==> config.mk <==
export PLATFORM = sky130hd
export DESIGN_NAME = morse_key_sequencer
export DESIGN_NICKNAME = d
export VERILOG_FILES = /design/src/rtl/morse_key_sequencer.sv
export SDC_FILE = /design/constraint.sdc
export NUM_CORES = 1
export LEC_CHECK = 0
export ABC_AREA = 0
export BUFFER_PORTS_ARGS = -buffer_cell sky130_fd_sc_hd__buf_2
export CORE_MARGIN = 2
export CORE_UTILIZATION = 50
export DETAILED_ROUTE_END_ITERATION = 10
export GPL_ROUTABILITY_DRIVEN = 0
export PLACE_DENSITY_LB_ADDON = 0.12
export RECOVER_POWER = 25
export SLEW_MARGIN = 20
export SYNTH_ARGS = -nofsm -noshare
export SYNTH_HDL_FRONTEND = slang
export SYNTH_SLANG_ARGS = --single-unit
==> constraint.sdc <==
create_clock -name clk -period 2.3 [get_ports clk]
set_input_delay 0 -clock clk [delete_from_list [all_inputs] [get_ports clk]]
set_output_delay 0 -clock clk [all_outputs]
set_load 0.01 [all_outputs]
==> src/rtl/morse_key_sequencer.sv <==
// Straight-key front end for the Morse letter decoder: synchronises and debounces the raw key,
// times presses and gaps, and emits one-cycle dot/dash/send codes plus word-space and error pulses.
module morse_key_sequencer #(
    parameter int CNT_W      = 8,
    parameter int DEBOUNCE   = 4,
    parameter int DOT_MAX    = 20,
    parameter int LONG_MAX   = 80,
    parameter int LETTER_GAP = 60,
    parameter int WORD_GAP   = 140
) (
    input  logic       clk,
    input  logic       reset,
    input  logic       enable,
    input  logic       key_in,
    output logic [1:0] symbol_out,
    output logic       word_space,
    output logic       err,
    output logic       busy
);

    localparam int DB_W        = (DEBOUNCE > 1) ? $clog2(DEBOUNCE) : 1;
    localparam int CNT_ALL_I   = (1 << CNT_W) - 1;
    localparam int PRESS_SAT_I = (LONG_MAX + 1 > CNT_ALL_I) ? CNT_ALL_I : LONG_MAX + 1;

    localparam logic [DB_W-1:0]  DB_LAST      = DB_W'(DEBOUNCE - 1);
    localparam logic [CNT_W-1:0] CNT_ALL      = CNT_W'(CNT_ALL_I);
    localparam logic [CNT_W-1:0] PRESS_SAT    = CNT_W'(PRESS_SAT_I);
    localparam logic [CNT_W-1:0] DOT_MAX_C    = CNT_W'(DOT_MAX);
    localparam logic [CNT_W-1:0] LONG_MAX_C   = CNT_W'(LONG_MAX);
    localparam logic [CNT_W-1:0] LETTER_GAP_C = CNT_W'(LETTER_GAP);
    localparam logic [CNT_W-1:0] WORD_GAP_C   = CNT_W'(WORD_GAP);

    localparam logic [1:0] SYM_NONE = 2'b00;
    localparam logic [1:0] SYM_DOT  = 2'b01;
    localparam logic [1:0] SYM_DASH = 2'b10;
    localparam logic [1:0] SYM_SEND = 2'b11;

    typedef enum logic [1:0] {IDLE, PRESS, LGAP, WGAP} state_t;

    state_t            state;
    logic              key_sync;
    logic              key_s;
    logic              key_db;
    logic [DB_W-1:0]   db_cnt;
    logic [CNT_W-1:0]  press_cnt;
    logic [CNT_W-1:0]  gap_cnt;
    logic [2:0]        sym_cnt;

    function automatic logic [CNT_W-1:0] sat_inc(input logic [CNT_W-1:0] v);
        return (v == CNT_ALL) ? v : v + CNT_W'(1);
    endfunction

    // Synchroniser and debounce keep running while enable is low.
    always_ff @(posedge clk) begin
        if (reset) begin
            key_sync <= 1'b0;
            key_s    <= 1'b0;
            key_db   <= 1'b0;
            db_cnt   <= '0;
        end else begin
            key_sync <= key_in;
            key_s    <= key_sync;
            if (key_s != key_db) begin
                if (db_cnt == DB_LAST) begin
                    key_db <= key_s;
                    db_cnt <= '0;
                end else begin
                    db_cnt <= db_cnt + DB_W'(1);
                end
            end else begin
                db_cnt <= '0;
            end
        end
    end

    always_ff @(posedge clk) begin
        if (reset) begin
            state      <= IDLE;
            press_cnt  <= '0;
            gap_cnt    <= '0;
            sym_cnt    <= '0;
            symbol_out <= SYM_NONE;
            word_space <= 1'b0;
            err        <= 1'b0;
            busy       <= 1'b0;
        end else begin
            symbol_out <= SYM_NONE;
            word_space <= 1'b0;
            err        <= 1'b0;
            if (!enable) begin
                state     <= IDLE;
                press_cnt <= '0;
                gap_cnt   <= '0;
                sym_cnt   <= '0;
                busy      <= 1'b0;
            end else begin
                case (state)
                    IDLE: begin
                        if (key_db) begin
                            state     <= PRESS;
                            press_cnt <= CNT_W'(1);
                            busy      <= 1'b1;
                        end
                    end
                    PRESS: begin
                        if (key_db) begin
                            if (press_cnt < PRESS_SAT) press_cnt <= sat_inc(press_cnt);
                        end else begin
                            state   <= LGAP;
                            gap_cnt <= CNT_W'(1);
                            // A fifth symbol or an overlong press is reported, never forwarded.
                            if (sym_cnt == 3'd4 || press_cnt > LONG_MAX_C) begin
                                err <= 1'b1;
                            end else begin
                                symbol_out <= (press_cnt <= DOT_MAX_C) ? SYM_DOT : SYM_DASH;
                                sym_cnt    <= sym_cnt + 3'd1;
                            end
                        end
                    end
                    LGAP: begin
                        if (key_db) begin
                            state     <= PRESS;
                            press_cnt <= CNT_W'(1);
                        end else begin
                            gap_cnt <= sat_inc(gap_cnt);
                            if (gap_cnt == LETTER_GAP_C) begin
                                if (sym_cnt != 3'd0) begin
                                    symbol_out <= SYM_SEND;
                                    state      <= WGAP;
                                    sym_cnt    <= '0;
                                end else begin
                                    state <= IDLE;
                                    busy  <= 1'b0;
                                end
                            end
                        end
                    end
                    WGAP: begin
                        if (key_db) begin
                            state     <= PRESS;
                            press_cnt <= CNT_W'(1);
                        end else begin
                            gap_cnt <= sat_inc(gap_cnt);
                            if (gap_cnt == WORD_GAP_C) begin
                                word_space <= 1'b1;
                                state      <= IDLE;
                                busy       <= 1'b0;
                            end
                        end
                    end
                    default: state <= IDLE;
                endcase
            end
        end
    end

endmodule

==> results of run 1 <==
## registers in the layout (all words and copies together) (netlist names)
register and cells:
busy 1, key_sync 1, word_space 1, key_db 1, symbol_out 2, db_cnt 2, err 1, key_s 1
state 2, gap_cnt 8, press_cnt 8, sym_cnt 3
## cell families (layout without fill, tap and decap cells)
family / count (synthesis) / after routing / synth area share, %
fa+ha+maj: 13 / 13 / 9.37
compound gates: 48 / 48 / 19.2
simple gates: 76 / 76 / 25.5
mux: 3 / 3 / 1.73
flops: 31 / 31 / 35.8
buf+inv: 25 / 40 / 5.41
xor+xnor: 6 / 6 / 3.03
## tightest hold or removal path, stage by stage
cell	delay [ns]
buf_2	0.10
nor2b_1	0.23
o211a_1	0.15
## worst paths after layout
path	startpoint	to	slack, ns
worst max-delay path	state[1]	gap_cnt[3]	0.21
worst min-delay path	enable	press_cnt[6]	0.17
worst max register to register	state[1]	gap_cnt[3]	0.21
worst min register to register	db_cnt[0]	db_cnt[0]	0.43
## stage by stage
step | power [W] | std cells
2_1_floorplan | 0.000562 | 202
3_3_place_gp | 0.000569 | 252
3_5_place_dp | 0.000570 | 252
4_1_cts | 0.000938 | 263
5_1_grt | 0.000964 | 263
6_report | 0.000927 | 263
## final cells by class
class,count,area [um^2]
Fill cell,342,1420
Multi-Input combinational cell,146,1020
Sequential cell,31,621
Inverter,20,75.1
Timing Repair Buffer,12,71.3
Clock buffer,8,68.8
Tap cell,46,57.6
## placed cells by master, fill, tap and decap left out, drive strengths merged, types with 5 or more instances in the layout
master,count
ha,13
inv,20
or3,8
nor2,17
nand2,13
clkbuf,13
xnor2,6
o21ai,9
nand3,5
dfxtp,31
a21oi,14
nor3,8
## what timing repair did
action                                  in CTS  in global routing
gates resized for setup                      0                  1
hold buffers                                 3                  0
endpoints found under the setup margin       0                  4
endpoints found under the hold margin        3                  0
## metal layers
layer	track usage (%)	up-vias	wire length, um
met5	0	-	0
met2	34.6	25	1750
met1	25.9	723	1740
met4	7.22	0	37
li1	-	750	-
met3	7.03	4	146
## power groups by stage
| stage | sequential (W) | combinational (W) | clock, W |
|---|---|---|---|
| final | 0.000539 | 0.0000211 | 0.000367 |
| after global placement | 0.000552 | 0.0000167 | 0 |
| after CTS | 0.000540 | 0.0000214 | 0.000376 |
| after floorplan | 0.000552 | 0.0000107 | 0 |
| after global routing | 0.000540 | 0.0000237 | 0.000400 |
| after detailed placement | 0.000552 | 0.0000174 | 0 |
==> summary.txt, run 1 <==
status -> completed
post-placement setup slack -> 0.160 ns
RSZ-0062 raised after global routing -> no
min Tclk post-route -> 2.09 ns
Worst path max stage delay -> 0.43 ns
Arrival @ worst endpoint -> 2.37 ns
drt pass-1 iters -> 4
Max Fclk -> 478 MHz
Final HPWL DP -> 2.61 mm
CP Depth -> 6
fin. max-slew vios -> 0
Hold Violations, Final -> 0
CP required -> 2.58 ns
DIE AREA -> 0.00396 mm^2
worst hold path type -> in -> reg
period utilization -> 91.0%
VDD IR max -> 0.244 mV
Synth Flop Type -> dfxtp_1
core area -> 0.00334 mm^2
worst skew pair latency -> 0.34 ns
Clock power frac -> 39.5%
Comb power frac -> 2.3%
number of synthesized register bits -> 31
Post-Synthesis Cells -> 202
top-count cell post-synth -> dfxtp_1
mapped cell area -> 0.00174 mm^2
Post-synth top cells -> dfxtp_1 (31), inv_1 (20), nor2_1 (17)
Critical Path End Type -> flop
CTS Sinks -> 31
row count -> 21
routed length per instance -> 14.0 um
sequential power share -> 58.2%
CP bufs+invs -> 1
Area after DPL -> 0.00182 mm^2
largest cells by area after synthesis -> dfxtp_1 (36%), ha_1 (9.4%), inv_1 (4.3%)
Final ANT Viol Nets -> 0
CTS HTree Levels -> 2
Die Span X -> 62.9 um
Hold WS -> 0.174 ns
Worst Tran Pin Value -> 0.701 ns
WHS Path Cells -> 3
path depth of the worst reg2reg path -> 6
final design utilization -> 57.4%
Final Net Count -> 233
Yosys top cell area share -> 35.8%
Static Leak -> 0.705 nW
number of synthesis warnings -> 0
port bufs -> 8
Starting Density -> 52.0%
CTS root buffer -> clkbuf_4
switch share -> 21.6%
CTS Buffer Depth -> 2
Die H -> 62.9 um
largest fanout on the critical path -> 10
vias -> 1502
Max Cap Viol -> 0
grt total ovfl -> 0
largest net degree at the start of global routing -> 15
Area Overhead vs Synth -> 10.5%
DRC viols -> 0
# diodes -> 0
vias in the first global route -> 1483
Slew headroom -> 53.2%
Post-Synthesis Net Count -> 219
Max Clock Skew -> 0.0104 ns
layout cells sized above 1 -> 9.68%
antenna violations before repair -> 0
syn_area_per_cell -> 8.59 um^2
TritonCTS clock tree -> done
all-layer global routing usage -> 21.1%
Worst-path clk slew -> 0.10 ns
crit path kind -> reg -> reg
Slowest-stage cell, CP -> dfxtp_1
final setup vio count -> 0
register area share after synthesis -> 35.8%
routed wire length -> 3.67 mm
worst path cell trace -> inv_1 > ha_1 > o31ai_1 > o311ai_2 > or3_1 > a21oi_1
Crit path max-delay family -> compound AO/OA/AOI/OAI gates
Post-synth ARST share -> 0%
Post-CTS Setup Repair Bufs -> 0
initial DRC count -> 72
switching power -> 0.000200 W
first-pass GRT wire length -> 6.56 mm
io pins -> 9
Synth area leader -> dfxtp_1
CP startpoint kind -> flop
Int Power -> 0.000727 W
PnR worst setup slack -> 0.206 ns
Synth cell types -> 46
P per Cell Area -> 484 mW/mm^2
final setup TNS -> 0 ns
cell area after layout -> 0.00192 mm^2
number of flops mapped to enable cells by yosys -> 0
Num CTS Buffers -> 5
Via density -> 5.71
(Power assumes the default switching activity.)
==> inputs of run 2 (changes only) <==
--- a/config.mk
+++ b/config.mk
@@ -5,7 +5,7 @@
 export SDC_FILE = /design/constraint.sdc
 export NUM_CORES = 1
 export LEC_CHECK = 0
-export ABC_AREA = 0
+export ABC_AREA = 1
 export BUFFER_PORTS_ARGS = -buffer_cell sky130_fd_sc_hd__buf_2
 export CORE_MARGIN = 2
 export CORE_UTILIZATION = 50
==> run 2 against run 1 <==
Effect of this change: sequential cell count stayed put; register-to-register slack better by 0.23 ns; global-route usage is 0.49 points lower; clock power is 22% higher; critical path depth is 4 higher; via count is 8.5% higher; critical path type unchanged; critical endpoint is now sym_cnt[0]; highest routed layer unchanged.
==> summary.txt, run 2 <==
status -> completed
Critical R2R Launch -> state[1]
Synth cell types -> 27
vias -> 1629
worst path cell trace -> inv_1 > ha_1 > inv_2 > nor2_1 > nand2_1 > o21ai_1 > and2_4 > nand2_2 > nor2_1 > nor2_1
Post-CTS Setup Repair Bufs -> 0
Die Span X -> 64.0 um
Max Cap Viol -> 0
port bufs -> 8
largest net degree at the start of global routing -> 14
Post-synth ARST share -> 0%
core area -> 0.00339 mm^2
worst hold start -> enable
CTS HTree Levels -> 2
Final Net Count -> 294
routed length per instance -> 11.2 um
Yosys top cell area share -> 34.5%
CP startpoint kind -> flop
Slowest-stage cell, CP -> ha_1
final setup TNS -> 0 ns
Max Fclk -> 538 MHz
Inst Count DP -> 314
number of synthesized register bits -> 31
DRC viols -> 0
CP required -> 2.53 ns
Worst Tran Pin Value -> 0.500 ns
DIE AREA -> 0.00409 mm^2
syn_area_per_cell -> 6.82 um^2
crit path kind -> reg -> reg
layout cells sized above 1 -> 9.71%
Final HPWL DP -> 2.69 mm
TritonCTS clock tree -> done
first-pass GRT wire length -> 6.71 mm
non-filler cells, final -> 324
initial DRC count -> 106
Static Leak -> 0.822 nW
Num CTS Buffers -> 5
vias in the first global route -> 1537
CTS Buffer Depth -> 2
Via density -> 5.03
Starting Density -> 53.1%
RSZ-0062 raised after global routing -> no
# fillers -> 348
antenna violations before repair -> 0
Critical Path End Type -> flop
Worst-path clk slew -> 0.11 ns
# diodes -> 0
row count -> 21
Synth Flop Type -> dfxtp_1
Most Frequent Cell on Critical Path -> nor2_1
VDD IR max -> 0.355 mV
Max Clock Skew -> 0.0160 ns
routed wire length -> 3.64 mm
Worst path max stage delay -> 0.45 ns
registers with the most flip-flops -> gap_cnt: 8 flops, press_cnt: 8 flops, sym_cnt: 3 flops
Synth area leader -> dfxtp_1
CTS Sinks -> 31
final setup vio count -> 0
all-layer global routing usage -> 20.6%
number of synthesis warnings -> 0
Area after DPL -> 0.00187 mm^2
P per Cell Area -> 510 mW/mm^2
Area Overhead vs Synth -> 9.60%
number of flops mapped to enable cells by yosys -> 0
period utilization -> 80.9%
Post-synth top cells -> nand2_1 (65), nor2_1 (37), dfxtp_1 (31)
Final ANT Viol Nets -> 0
CTS root buffer -> clkbuf_4
Hold WS -> 0.162 ns
largest fanout on the critical path -> 10
io pins -> 9
commonest non-fill, non-tap cell in the layout -> nand2_1
Arrival @ worst endpoint -> 2.09 ns
largest cells by area after synthesis -> dfxtp_1 (34%), nand2_1 (14%), ha_1 (9.0%)
register area share after synthesis -> 34.5%
top-count cell post-synth -> nand2_1
most frequent cells in the layout -> nand2_1 (65), nor2_1 (37), dfxtp_1 (31)
drt pass-1 iters -> 4
final design utilization -> 58.2%
Post-Synthesis Cells -> 264
worst setup path start -> state[1]
Die H -> 64.0 um
cell area after layout -> 0.00197 mm^2
mapped cell area -> 0.00180 mm^2
fin. max-slew vios -> 0
Hold Violations, Final -> 0
worst hold path type -> in -> reg
grt total ovfl -> 0
Post-Synthesis Net Count -> 281
min Tclk post-route -> 1.86 ns
Slew headroom -> 66.6%
worst skew pair latency -> 0.34 ns
==> run 2: cell types whose count changed after synthesis, sizes merged, moves of 8 or more <==
cell   change
or3        -8
a21oi      +9
nand3     +13
inv       +12
nor2      +25
nand2     +58
==> run 2: layout make-up <==
type                       instances  area [um^2]  share of cell area, %
clock buffer                       6         51.3                   2.60
tap                               46         57.6                   2.92
inverter                          32          120                   6.09
multi-input combinational        197         1030                   52.5
clock inverter                     2         35.0                   1.78
sequential                        31          621                   31.5
timing repair buffer              10         52.6                   2.66
==> run 2: worst max-delay path, delay by kind of cell, from the launching register on <==
kind / cells / cell delay (ns)
simple gates: 6 / 0.62
fa+ha+maj: 1 / 0.45
flops: 1 / 0.37
buf+inv: 2 / 0.23
compound gates: 1 / 0.08
==> run 2: power breakdown <==
part / internal (W) / switching [W]
clock: 0.000257 / 0.000191
sequential: 0.000539 / 0.00000113
combinational: 0.00000674 / 0.0000124
total: 0.000802 / 0.000204
==> run 2: worst paths after layout <==
kind / endpoint / slack (ns) / cells after the start
setup / recovery: sym_cnt[0] / 0.44 / 10
hold / removal: gap_cnt[2] / 0.16 / 3
setup reg to reg: sym_cnt[0] / 0.44 / 10
hold reg to reg: key_s / 0.41 / 2
==> run 2: stage by stage <==
stage               power [W]  setup slack (ns)
detailed placement   0.000569             0.473
floorplan            0.000563             0.750
CTS                   0.00102             0.441
global route          0.00104             0.201
global placement     0.000569             0.470
finish                0.00101             0.440
==> run 2: what timing repair did <==
action | CTS | global route
endpoints found under the setup margin | 0 | 0
gates resized for setup | 0 | 0
hold buffers | 2 | 0
hold endpoints to repair | 3 | 0
==> run 2: cell families (layout without fill, tap and decap cells) <==
kind of cell,count (synthesis),count (layout),share of synthesized area (%)
and+or+nand+nor,143,143,34.9
AOI/OAI and AO/OA,38,38,12.1
buffers and inverters,36,50,8.00
DFF,31,31,34.5
adders and majority gates,13,13,9.04
xor gates and xnor gates,3,3,1.46
==> run 2: routing by layer <==
metal | vias up | track usage (%) | wire, um
li1 | 870 | - | -
met1 | 720 | 27.9 | 1900
met2 | 35 | 31.9 | 1540
met3 | 4 | 5.63 | 160
met4 | 0 | 6.52 | 34
met5 | - | 0 | 0
==> inputs of run 3 (changes only) <==
==> constraint.sdc (replaced) <==
create_clock -name clk -period 1.5 [get_ports clk]
set_input_delay 0 -clock clk [delete_from_list [all_inputs] [get_ports clk]]
set_output_delay 0 -clock clk [all_outputs]
set_load 0.01 [all_outputs]
==> run 3 against run 2 <==
Effect of this change: the flow now finishes with violations (setup timing); worst hold slack got worse by 0.080 ns; sequential cell count unchanged; via count increased by 10%; largest power group is now clock; highest routed layer unchanged.
==> summary.txt, run 3 (same netlist as run 2, synthesis figures left out) <==
initial DRC count -> 124
port bufs -> 8
Int Power -> 0.00135 W
DRC viols -> 0
cell area after layout -> 0.00236 mm^2
period utilization -> 101%
Critical Path End Type -> flop
Max Fclk -> 660 MHz
io pins -> 9
largest fanout on the critical path -> 8
Via density -> 5.11
CTS root buffer -> clkbuf_4
path depth of the worst reg2reg path -> 8
Clock power frac -> 49.4%
switching power -> 0.000341 W
Num CTS Buffers -> 5
Max Cap Viol -> 0
vias in the first global route -> 1584
Final ANT Viol Nets -> 0
CP bufs+invs -> 2
CTS Sinks -> 31
# diodes -> 0
Overall Power -> 0.00169 W
CP required -> 1.74 ns
Comb power frac -> 2.1%
largest net degree at the start of global routing -> 14
drt pass-1 iters -> 4
TritonCTS clock tree -> done
Critical R2R Launch -> state[1]
worst path cell trace -> ha_2 > inv_2 > nand2_4 > a21oi_4 > buf_4 > nand3_4 > o21ai_4 > nor3_1
P per Cell Area -> 718 mW/mm^2
VDD IR max -> 0.484 mV
CP startpoint kind -> flop
Final Net Count -> 321
sequential power share -> 48.6%
status -> finished, violations left
Area Overhead vs Synth -> 30.9%
WHS Endpoint -> state[0]
layout cells sized above 1 -> 29.8%
CTS HTree Levels -> 2
Arrival @ worst endpoint -> 1.76 ns
fin. max-slew vios -> 0
switch share -> 20.1%
crit path kind -> reg -> reg
Worst-path clk slew -> 0.10 ns
Static Leak -> 0.985 nW
Slew headroom -> 67.6%
Slowest-stage cell, CP -> dfxtp_4
Hold WS -> 0.0822 ns
Crit path max-delay family -> flip-flops
all-layer global routing usage -> 21.5%
final setup vio count -> 4
PnR worst setup slack -> -0.0147 ns
routed length per instance -> 12.8 um
worst skew pair latency -> 0.35 ns
core area -> 0.00339 mm^2
Area after DPL -> 0.00200 mm^2
flop2flop setup slack -> -0.01 ns
Hold Violations, Final -> 0
Starting Density -> 53.1%
DIE AREA -> 0.00409 mm^2
most frequent cells in the layout -> nand2_1 (57), nor2_1 (34), inv_1 (24), buf_4 (24), dfxtp_1 (23)
Die H -> 64.0 um
first-pass GRT wire length -> 6.87 mm
RSZ-0062 raised after global routing -> yes
WHS Path Cells -> 4
row count -> 21
routed wire length -> 4.49 mm
min Tclk post-route -> 1.51 ns
Worst Tran Pin Value -> 0.486 ns
CTS Buffer Depth -> 2
worst hold path type -> in -> reg
vias -> 1795
grt total ovfl -> 0
commonest non-fill, non-tap cell in the layout -> nand2_1
Final HPWL DP -> 2.81 mm
FF-to-FF End -> gap_cnt[1]
registers with the most flip-flops -> gap_cnt: 8 flops, press_cnt: 8 flops, sym_cnt: 3 flops
Worst path max stage delay -> 0.39 ns
Max Clock Skew -> 0.00682 ns
antenna violations before repair -> 0
Die Span X -> 64.0 um
worst hold start -> enable
failing checks -> setup timing
==> run 3: cell types whose count changed in the layout (fill, tap and decap cells not counted), moves of 4 or more <==
cell | before | now
buf_4 | 0 | 24
dfxtp_1 | 31 | 23
nand2_1 | 65 | 57
inv_1 | 30 | 24
dfxtp_2 | 0 | 5
nand2_2 | 5 | 10
ha_1 | 13 | 9
inv_2 | 2 | 6
nor2_4 | 1 | 5
==> run 3: area by class of cell <==
| class | instances | area [um^2] |
|---|---|---|
| clock buffers | 5 | 37.5 |
| clock inverters | 3 | 67.6 |
| fillers | 287 | 1030 |
| inverters | 32 | 125 |
| multi-input cells | 199 | 1180 |
| flip-flops and latches | 31 | 638 |
| well taps | 46 | 57.6 |
| repair buffers | 35 | 246 |
==> run 3: worst max-delay path by stage <==
stage,from,endpoint,slack [ns],cells after the start
global placement,state[0],gap_cnt[7],-0.02,9
detailed placement,state[0],gap_cnt[7],-0.08,9
floorplan,state[0],gap_cnt[6],0.01,10
finish,state[1],gap_cnt[1],-0.01,8
global route,key_db,busy,-0.13,8
CTS,state[1],gap_cnt[7],-0.03,8
==> run 3: what timing repair did <==
item                                    in CTS  in global routing
hold buffers                                 2                  0
pin swaps                                    6                 16
gates cloned                                 1                  1
endpoints found under the setup margin      19                 23
hold endpoints to repair                     5                  0
gates resized for setup                     15                 37
buffers inserted                             2                  7
==> run 3: through the flow <==
| stage | cells | setup slack (ns) | utilization (%) | setup TNS, ns |
|---|---|---|---|---|
| 3_3_place_gp | 330 | -0.0173 | 59.0 | -0.0649 |
| 6_report | 351 | -0.0147 | 69.5 | -0.0445 |
| 5_1_grt | 351 | -0.130 | 69.5 | -0.806 |
| 3_5_place_dp | 330 | -0.0810 | 59.0 | -0.499 |
| 4_1_cts | 343 | -0.0348 | 64.6 | -0.0472 |
| 2_1_floorplan | 264 | 0.0139 | - | 0 |
==> run 3: power by group through the flow <==
stage                     clock [W]  sequential [W]  combinational, W
final                      0.000836        0.000822         0.0000348
after global routing       0.000884        0.000823         0.0000388
after CTS                  0.000845        0.000828         0.0000325
after detailed placement          0        0.000847         0.0000284
after global placement            0        0.000846         0.0000284
after floorplan                   0        0.000846         0.0000179
==> run 3: per-layer routing <==
| metal | up-vias | wire, um | track usage, % |
|---|---|---|---|
| met1 | 822 | 2080 | 28.4 |
| met5 | - | 0 | 0 |
| met4 | 0 | 112 | 7.61 |
| met2 | 36 | 2160 | 33.6 |
| li1 | 925 | - | - |
| met3 | 12 | 133 | 5.81 |
==> run 3: worst register-to-register path: cells and delay by family (launching register included) <==
family,cells,cell delay [ns]
flops,1,0.39
fa+ha+maj,1,0.22
buf+inv,2,0.25
compound gates,2,0.33
simple gates,3,0.25
